[src/rtl/lsu_pkg.sv]
// Shared types and encodings for the load/store bus bridge.
package lsu_pkg;

  typedef enum logic [1:0] {
    IDLE,
    REQ,
    WAIT_R,
    DONE
  } state_e;

  typedef enum logic [1:0] {
    SZ_B,
    SZ_H,
    SZ_W
  } size_e;

  localparam logic [2:0] F3_B  = 3'b000;
  localparam logic [2:0] F3_H  = 3'b001;
  localparam logic [2:0] F3_W  = 3'b010;
  localparam logic [2:0] F3_BU = 3'b100;
  localparam logic [2:0] F3_HU = 3'b101;

  localparam logic [3:0] BE_B = 4'b0001;
  localparam logic [3:0] BE_H = 4'b0011;
  localparam logic [3:0] BE_W = 4'b1111;

  // Encodings outside B/H/W/BU/HU fall back to a word access.
  function automatic size_e f3_size(input logic [2:0] f3);
    case (f3)
      F3_B, F3_BU: return SZ_B;
      F3_H, F3_HU: return SZ_H;
      default:     return SZ_W;
    endcase
  endfunction

  function automatic logic f3_unsigned(input logic [2:0] f3);
    return (f3 == F3_BU) || (f3 == F3_HU);
  endfunction

endpackage

[src/rtl/lsu_align.sv]
// Byte-lane steering, byte-enable generation, misalignment detection and
// load extraction/extension. Purely combinational.
module lsu_align
  import lsu_pkg::*;
(
  input  logic [2:0]  funct3_i,
  input  logic [1:0]  addr_lo_i,
  input  logic [31:0] wdata_i,
  output logic [3:0]  be_o,
  output logic [31:0] wdata_o,
  output logic        misaligned_o,
  output logic [1:0]  size_o,
  output logic        uns_o,
  input  logic [1:0]  ld_size_i,
  input  logic        ld_uns_i,
  input  logic [1:0]  ld_off_i,
  input  logic [31:0] ld_word_i,
  output logic [31:0] rdata_o
);

  size_e       st_size;
  size_e       ld_size;
  logic [31:0] lane;

  always_comb begin
    st_size      = f3_size(funct3_i);
    size_o       = st_size;
    uns_o        = f3_unsigned(funct3_i);
    be_o         = '0;
    wdata_o      = '0;
    misaligned_o = 1'b0;
    case (st_size)
      SZ_B: begin
        be_o    = BE_B << addr_lo_i;
        wdata_o = {4{wdata_i[7:0]}};
      end
      SZ_H: begin
        be_o         = addr_lo_i[1] ? (BE_H << 2) : BE_H;
        wdata_o      = {2{wdata_i[15:0]}};
        misaligned_o = addr_lo_i[0];
      end
      default: begin
        be_o         = BE_W;
        wdata_o      = wdata_i;
        misaligned_o = |addr_lo_i;
      end
    endcase
  end

  always_comb begin
    ld_size = size_e'(ld_size_i);
    lane    = ld_word_i >> {ld_off_i, 3'b000};
    rdata_o = ld_word_i;
    case (ld_size)
      SZ_B:    rdata_o = ld_uns_i ? {24'b0, lane[7:0]}
                                  : {{24{lane[7]}}, lane[7:0]};
      SZ_H:    rdata_o = ld_uns_i ? {16'b0, lane[15:0]}
                                  : {{16{lane[15]}}, lane[15:0]};
      default: rdata_o = ld_word_i;
    endcase
  end

endmodule

[src/rtl/lsu_bus_bridge.sv]
// Converts the core's data-memory strobes into one valid/ready bus
// transaction, stalling the core until the access completes or times out.
module lsu_bus_bridge
  import lsu_pkg::*;
#(
  parameter int unsigned TIMEOUT = 16
) (
  input  logic        clk,
  input  logic        rst,
  input  logic        mem_read,
  input  logic        mem_write,
  input  logic [2:0]  funct3,
  input  logic [31:0] addr,
  input  logic [31:0] wdata,
  output logic [31:0] rdata,
  output logic        stall,
  output logic        misaligned,
  output logic        bus_err,
  output logic        bus_valid,
  input  logic        bus_ready,
  output logic        bus_we,
  output logic [31:0] bus_addr,
  output logic [3:0]  bus_be,
  output logic [31:0] bus_wdata,
  input  logic        bus_rvalid,
  input  logic [31:0] bus_rdata
);

  localparam int unsigned CNT_W = $clog2(TIMEOUT + 1);

  state_e           state_q, state_d;
  logic [CNT_W-1:0] cnt_q;
  logic [31:0]      rdata_q;
  logic             bus_err_q;
  logic             we_q;
  logic [31:0]      addr_q;
  logic [3:0]       be_q;
  logic [31:0]      wdata_q;
  logic [1:0]       size_q;
  logic             uns_q;
  logic [1:0]       off_q;

  logic             strobe;
  logic             start;
  logic             expired;
  logic [3:0]       be_w;
  logic [31:0]      wdata_w;
  logic             mis_w;
  logic [1:0]       size_w;
  logic             uns_w;
  logic [31:0]      rdata_fmt;

  lsu_align u_align (
    .funct3_i    (funct3),
    .addr_lo_i   (addr[1:0]),
    .wdata_i     (wdata),
    .be_o        (be_w),
    .wdata_o     (wdata_w),
    .misaligned_o(mis_w),
    .size_o      (size_w),
    .uns_o       (uns_w),
    .ld_size_i   (size_q),
    .ld_uns_i    (uns_q),
    .ld_off_i    (off_q),
    .ld_word_i   (bus_rdata),
    .rdata_o     (rdata_fmt)
  );

  assign strobe  = mem_read | mem_write;
  assign start   = (state_q == IDLE) & strobe & ~mis_w;
  // Saturating counter: a late accept in REQ leaves no budget for WAIT_R.
  assign expired = cnt_q >= CNT_W'(TIMEOUT - 1);

  always_ff @(posedge clk) begin
    if (rst) state_q <= IDLE;
    else     state_q <= state_d;
  end

  always_comb begin
    state_d = state_q;
    case (state_q)
      IDLE:   if (start) state_d = REQ;
      REQ: begin
        if (bus_ready)    state_d = we_q ? DONE : WAIT_R;
        else if (expired) state_d = DONE;
      end
      WAIT_R: if (bus_rvalid || expired) state_d = DONE;
      DONE:   state_d = IDLE;
      default: state_d = IDLE;
    endcase
  end

  always_comb begin
    stall      = 1'b0;
    misaligned = 1'b0;
    bus_valid  = 1'b0;
    case (state_q)
      IDLE: begin
        misaligned = strobe & mis_w;
        stall      = strobe & ~mis_w;
      end
      REQ: begin
        bus_valid = 1'b1;
        stall     = 1'b1;
      end
      WAIT_R:  stall = 1'b1;
      default: stall = 1'b0;
    endcase
  end

  always_ff @(posedge clk) begin
    if (rst) begin
      cnt_q     <= '0;
      rdata_q   <= '0;
      bus_err_q <= 1'b0;
      we_q      <= 1'b0;
      addr_q    <= '0;
      be_q      <= '0;
      wdata_q   <= '0;
      size_q    <= '0;
      uns_q     <= 1'b0;
      off_q     <= '0;
    end else begin
      case (state_q)
        IDLE: begin
          if (start) begin
            cnt_q     <= '0;
            bus_err_q <= 1'b0;
            we_q      <= mem_write;
            addr_q    <= {addr[31:2], 2'b00};
            be_q      <= be_w;
            wdata_q   <= wdata_w;
            size_q    <= size_w;
            uns_q     <= uns_w;
            off_q     <= addr[1:0];
          end
        end
        REQ: begin
          if (cnt_q != CNT_W'(TIMEOUT)) cnt_q <= cnt_q + CNT_W'(1);
          if (!bus_ready && expired) begin
            bus_err_q <= 1'b1;
            rdata_q   <= '0;
          end
        end
        WAIT_R: begin
          if (cnt_q != CNT_W'(TIMEOUT)) cnt_q <= cnt_q + CNT_W'(1);
          if (bus_rvalid) begin
            rdata_q <= rdata_fmt;
          end else if (expired) begin
            bus_err_q <= 1'b1;
            rdata_q   <= '0;
          end
        end
        default: ;
      endcase
    end
  end

  assign rdata     = rdata_q;
  assign bus_err   = bus_err_q;
  assign bus_we    = we_q;
  assign bus_addr  = addr_q;
  assign bus_be    = be_q;
  assign bus_wdata = wdata_q;

endmodule

[config.mk]
export PLATFORM = sky130hd
export DESIGN_NAME = lsu_bus_bridge
export DESIGN_NICKNAME = d
export VERILOG_FILES = /design/src/rtl/lsu_pkg.sv /design/src/rtl/lsu_align.sv /design/src/rtl/lsu_bus_bridge.sv
export SDC_FILE = /design/constraint.sdc
export NUM_CORES = 1
export LEC_CHECK = 0
export CORE_AREA = 2 2 110 112
export DETAILED_ROUTE_END_ITERATION = 10
export DIE_AREA = 0 0 112 114
export PLACE_DENSITY = 0.83
export SYNTH_ARGS = -nofsm -noshare
export SYNTH_HDL_FRONTEND = slang
export SYNTH_SLANG_ARGS = --single-unit
[constraint.sdc]
create_clock -name clk -period 5.62 [get_ports clk]
set_input_delay 0.562 -clock clk [delete_from_list [all_inputs] [get_ports clk]]
set_output_delay 0.562 -clock clk [all_outputs]
set_load 0.1 [all_outputs]
==> run metrics <==
status=finished clean; Via density=~5.5; routed vias=5425; syn avg cell area=approximately 8.0 µm²; Max FO, Critical Path=55; Final Non-Filler Cells=990; Mapped Cells=~670; Tcrit/Tclk final=a little under two thirds; post-cts resize count=0; Leak Pwr=0.002696 µW; Slew Viols, Final=0; sequential share of the synthesized area=between 40% and 50%; gr usage total=24.31%; CP most frequent cell=buf_4; CTS tree=yes; placed insts=974; cell family contributing the most delay on the critical path=buffers and inverters; worst path required time=between 5 and 6 ns; Net Sw Frac=between 40% and 50%; Fmax=0.2791 GHz; gr ovfl total=0; first-pass GRT wire length=25200 µm; Critical Path End Type=output pin; Root Buffer=clkbuf_16; Final nets=around 950; Post-CTS Hold Buffers=0; sw power=around 1700 µW; number of global-route vias before repair=about 5200; WL final=about 16000 µm; crit path kind=input pin to output pin; largest family of logic cells by synthesized area=compound AO/OA/AOI/OAI gates; Detailed Route Iter0 Violations=between 400 and 500; multiplexer share of the synthesized area=around 4%; Crit path largest cell delay=~0.9 ns; Clock Latency Late Sink=~0.35 ns; Adder-Cell Fraction of Synth Area=under 10%; synthesized flop and latch total=between 100 and 150; Int Power=approximately 1800 µW; Fin Hold WS=0.4532 ns; setup bufs post-CTS=0; Clock Skews=0.01008 ns; Syn Std Cell Area=between 0.005 and 0.006 mm²; Synth Area in XOR/XNOR=0%; pin count of the biggest net entering global routing=88; setup total negative slack=0 ns; CTS Buf Count=9; # DRC=0; first drt pass iteration count=5; Post-DP HPWL=11500 µm; Peak VDD IR=a little over 0.0003 V; clock power share=about a fifth; post-route ant nets=0; slowest CP cell=or3_2; sequential share of power=28.9%; Post-synth EDFFs=0; count of unique library cells instantiated by Yosys=48; CP Cell Sequence=clkdlybuf4s50_1 -> buf_4 -> o21a_1 -> or3_2 -> a21oi_1 -> buf_4; Die Width=approximately 110 µm; logic gate share of total power=between 50% and 60%; average wire per standard cell=approximately 16 µm; gp weighted congestion=0.8940; Final Hold Viols=0; Core ar.=about 0.012 mm²; PortBufs=around 210; Pwr Density=about 460 mW/mm²; die area=between 0.01 and 0.015 mm²; max cap viols=0; post-synthesis compound-gate area fraction=24.08%; Buf/Inv on CP=3; Starting Density=a little under half; Final setup viols=0; layout cells sized above 1=under 10%; IO Count=210; Syn-to-layout area delta=44.33%; Core Util, Final=65.50%; clk buf depth=2; CTS HTree Levels=3; HP Class=flip-flop to flip-flop; Clock transition at path regs=approximately 0.070 ns; row count=40; Synth Flop Type=dfxtp_1; total chip power=around 3500 µW; Async S/R FF share, synth=0%; Worst EP arrival=about 3.0 ns; Slew headroom=between 30% and 40%; Startpoint Class=input pin; simple-gate share of the synthesized area=21.02%; slew at the pin with the worst max-slew slack=a little over 1 ns; Ys Warns=0; CTS Sinks=between 100 and 150; initial antenna violation count=0; Die Y=~110 µm; Period minus WS final=3.582 ns; antenna cells=0; RSZ-0062 raised after global routing=false
-- logic make-up after synthesis --
family / count (synthesis)
flops: 112
simple gates: 241
compound gates: 198
other cells: 1
buf+inv: 84
fa+ha+maj: 8
mux: 21
-- cells in the mapped netlist (11+ instances only) --
| cell | n | share of area [%] |
|---|---|---|
| a211oi_1 | 13 | 1.8 |
| a21oi_1 | 84 | 7.9 |
| a311oi_1 | 11 | 1.8 |
| buf_2 | 15 | 1.4 |
| clkbuf_1 | 29 | 2.0 |
| dfxtp_1 | 112 | 42 |
| inv_1 | 33 | 2.3 |
| mux2i_1 | 20 | 3.8 |
| nand2_1 | 118 | 8.3 |
| nand2b_1 | 20 | 2.4 |
| nor2_1 | 46 | 3.2 |
| nor2b_1 | 30 | 3.5 |
| o21ai_0 | 24 | 2.3 |
| o32ai_1 | 23 | 3.8 |
-- cell usage in the layout, fill, tap and decap left out, types with 10 or more instances in the layout --
cell             netlist  layout
a211oi_1              13      13
clkdlybuf4s50_1        0     205
o32ai_1               23      23
o211ai_1              10      10
inv_1                 33      33
mux2i_1               20      20
a311oi_1              11      11
nor2b_1               30      30
nand2_1              118     118
nand2b_1              20      20
a21oi_1               84      84
nor2_1                46      46
o21ai_0               24      24
dfxtp_1              112     112
-- power groups by stage --
stage / registers (µW) / clock network (µW) / logic (µW)
2_1_floorplan: 1790 / 0 / 633
3_3_place_gp: 1020 / 0 / 1810
3_5_place_dp: 1030 / 0 / 1840
4_1_cts: 1010 / 664 / 1840
5_1_grt: 1030 / 696 / 1930
6_report: 1010 / 653 / 1840
-- per-layer routing --
| metal | track usage (%) | share of wire (%) | vias up | wire, µm |
|---|---|---|---|---|
| li1 | - | - | 2662 | - |
| met2 | 40.57 | 48 | 241 | 7615 |
| met4 | 9.756 | 2.4 | 0 | 388 |
| met1 | 29.07 | 41 | 2493 | 6541 |
| met5 | 0 | 0 | - | 0 |
| met3 | 8.130 | 9.1 | 29 | 1448 |
-- final timing paths --
| check | cells past startpoint | startpoint | end | slack (ns) |
|---|---|---|---|---|
| min reg2reg | 2 | bus_addr[2]$_SDFFE_PP0P_ | bus_addr[2]$_SDFFE_PP0P_ | 0.45 |
| max | 6 | funct3[1] | stall | 2.04 |
| min | 2 | bus_addr[2]$_SDFFE_PP0P_ | bus_addr[2]$_SDFFE_PP0P_ | 0.45 |
| max reg2reg | 7 | cnt_q[0]$_SDFFE_PP0P_ | rdata[9]$_SDFFE_PP0P_ | 2.94 |
-- worst register-to-register path: stages (launching register included) --
cell	delay [ns]
dfxtp_1	0.36
ha_1	0.24
and3_1	0.19
ha_1	0.21
nor2_1	0.26
a311o_1	0.91
a31o_2	0.31
o2bb2ai_1	0.09
-- stage by stage --
stage	instance area, µm²	setup WS (ns)
global placement	7370	2.073
CTS	7671	2.022
floorplan	5319	2.086
detailed placement	7370	2.018
global route	7671	1.903
finish	7671	2.038
-- registers in the layout (all words and copies together), names as in the netlist --
| signal | cells |
|---|---|
| bus_wdata | 32 |
| bus_err | 1 |
| cnt_q | 5 |
| size_q | 2 |
| off_q | 2 |
| bus_we | 1 |
| bus_be | 4 |
| state_q | 2 |
| uns_q | 1 |
| bus_addr | 30 |
| rdata | 32 |
-- area by class of cell --
class                           count  area [µm²]
Multi-Input combinational cell    470        2718
Clock buffer                       14       264.0
Inverter                           33       123.9
Fill cell                         973        4040
Timing Repair Buffer              212        2102
Tap cell                          147       183.9
Clock inverter                      2       37.54
Sequential cell                   112        2242
Note: power is estimated with default switching activity, not from simulation.
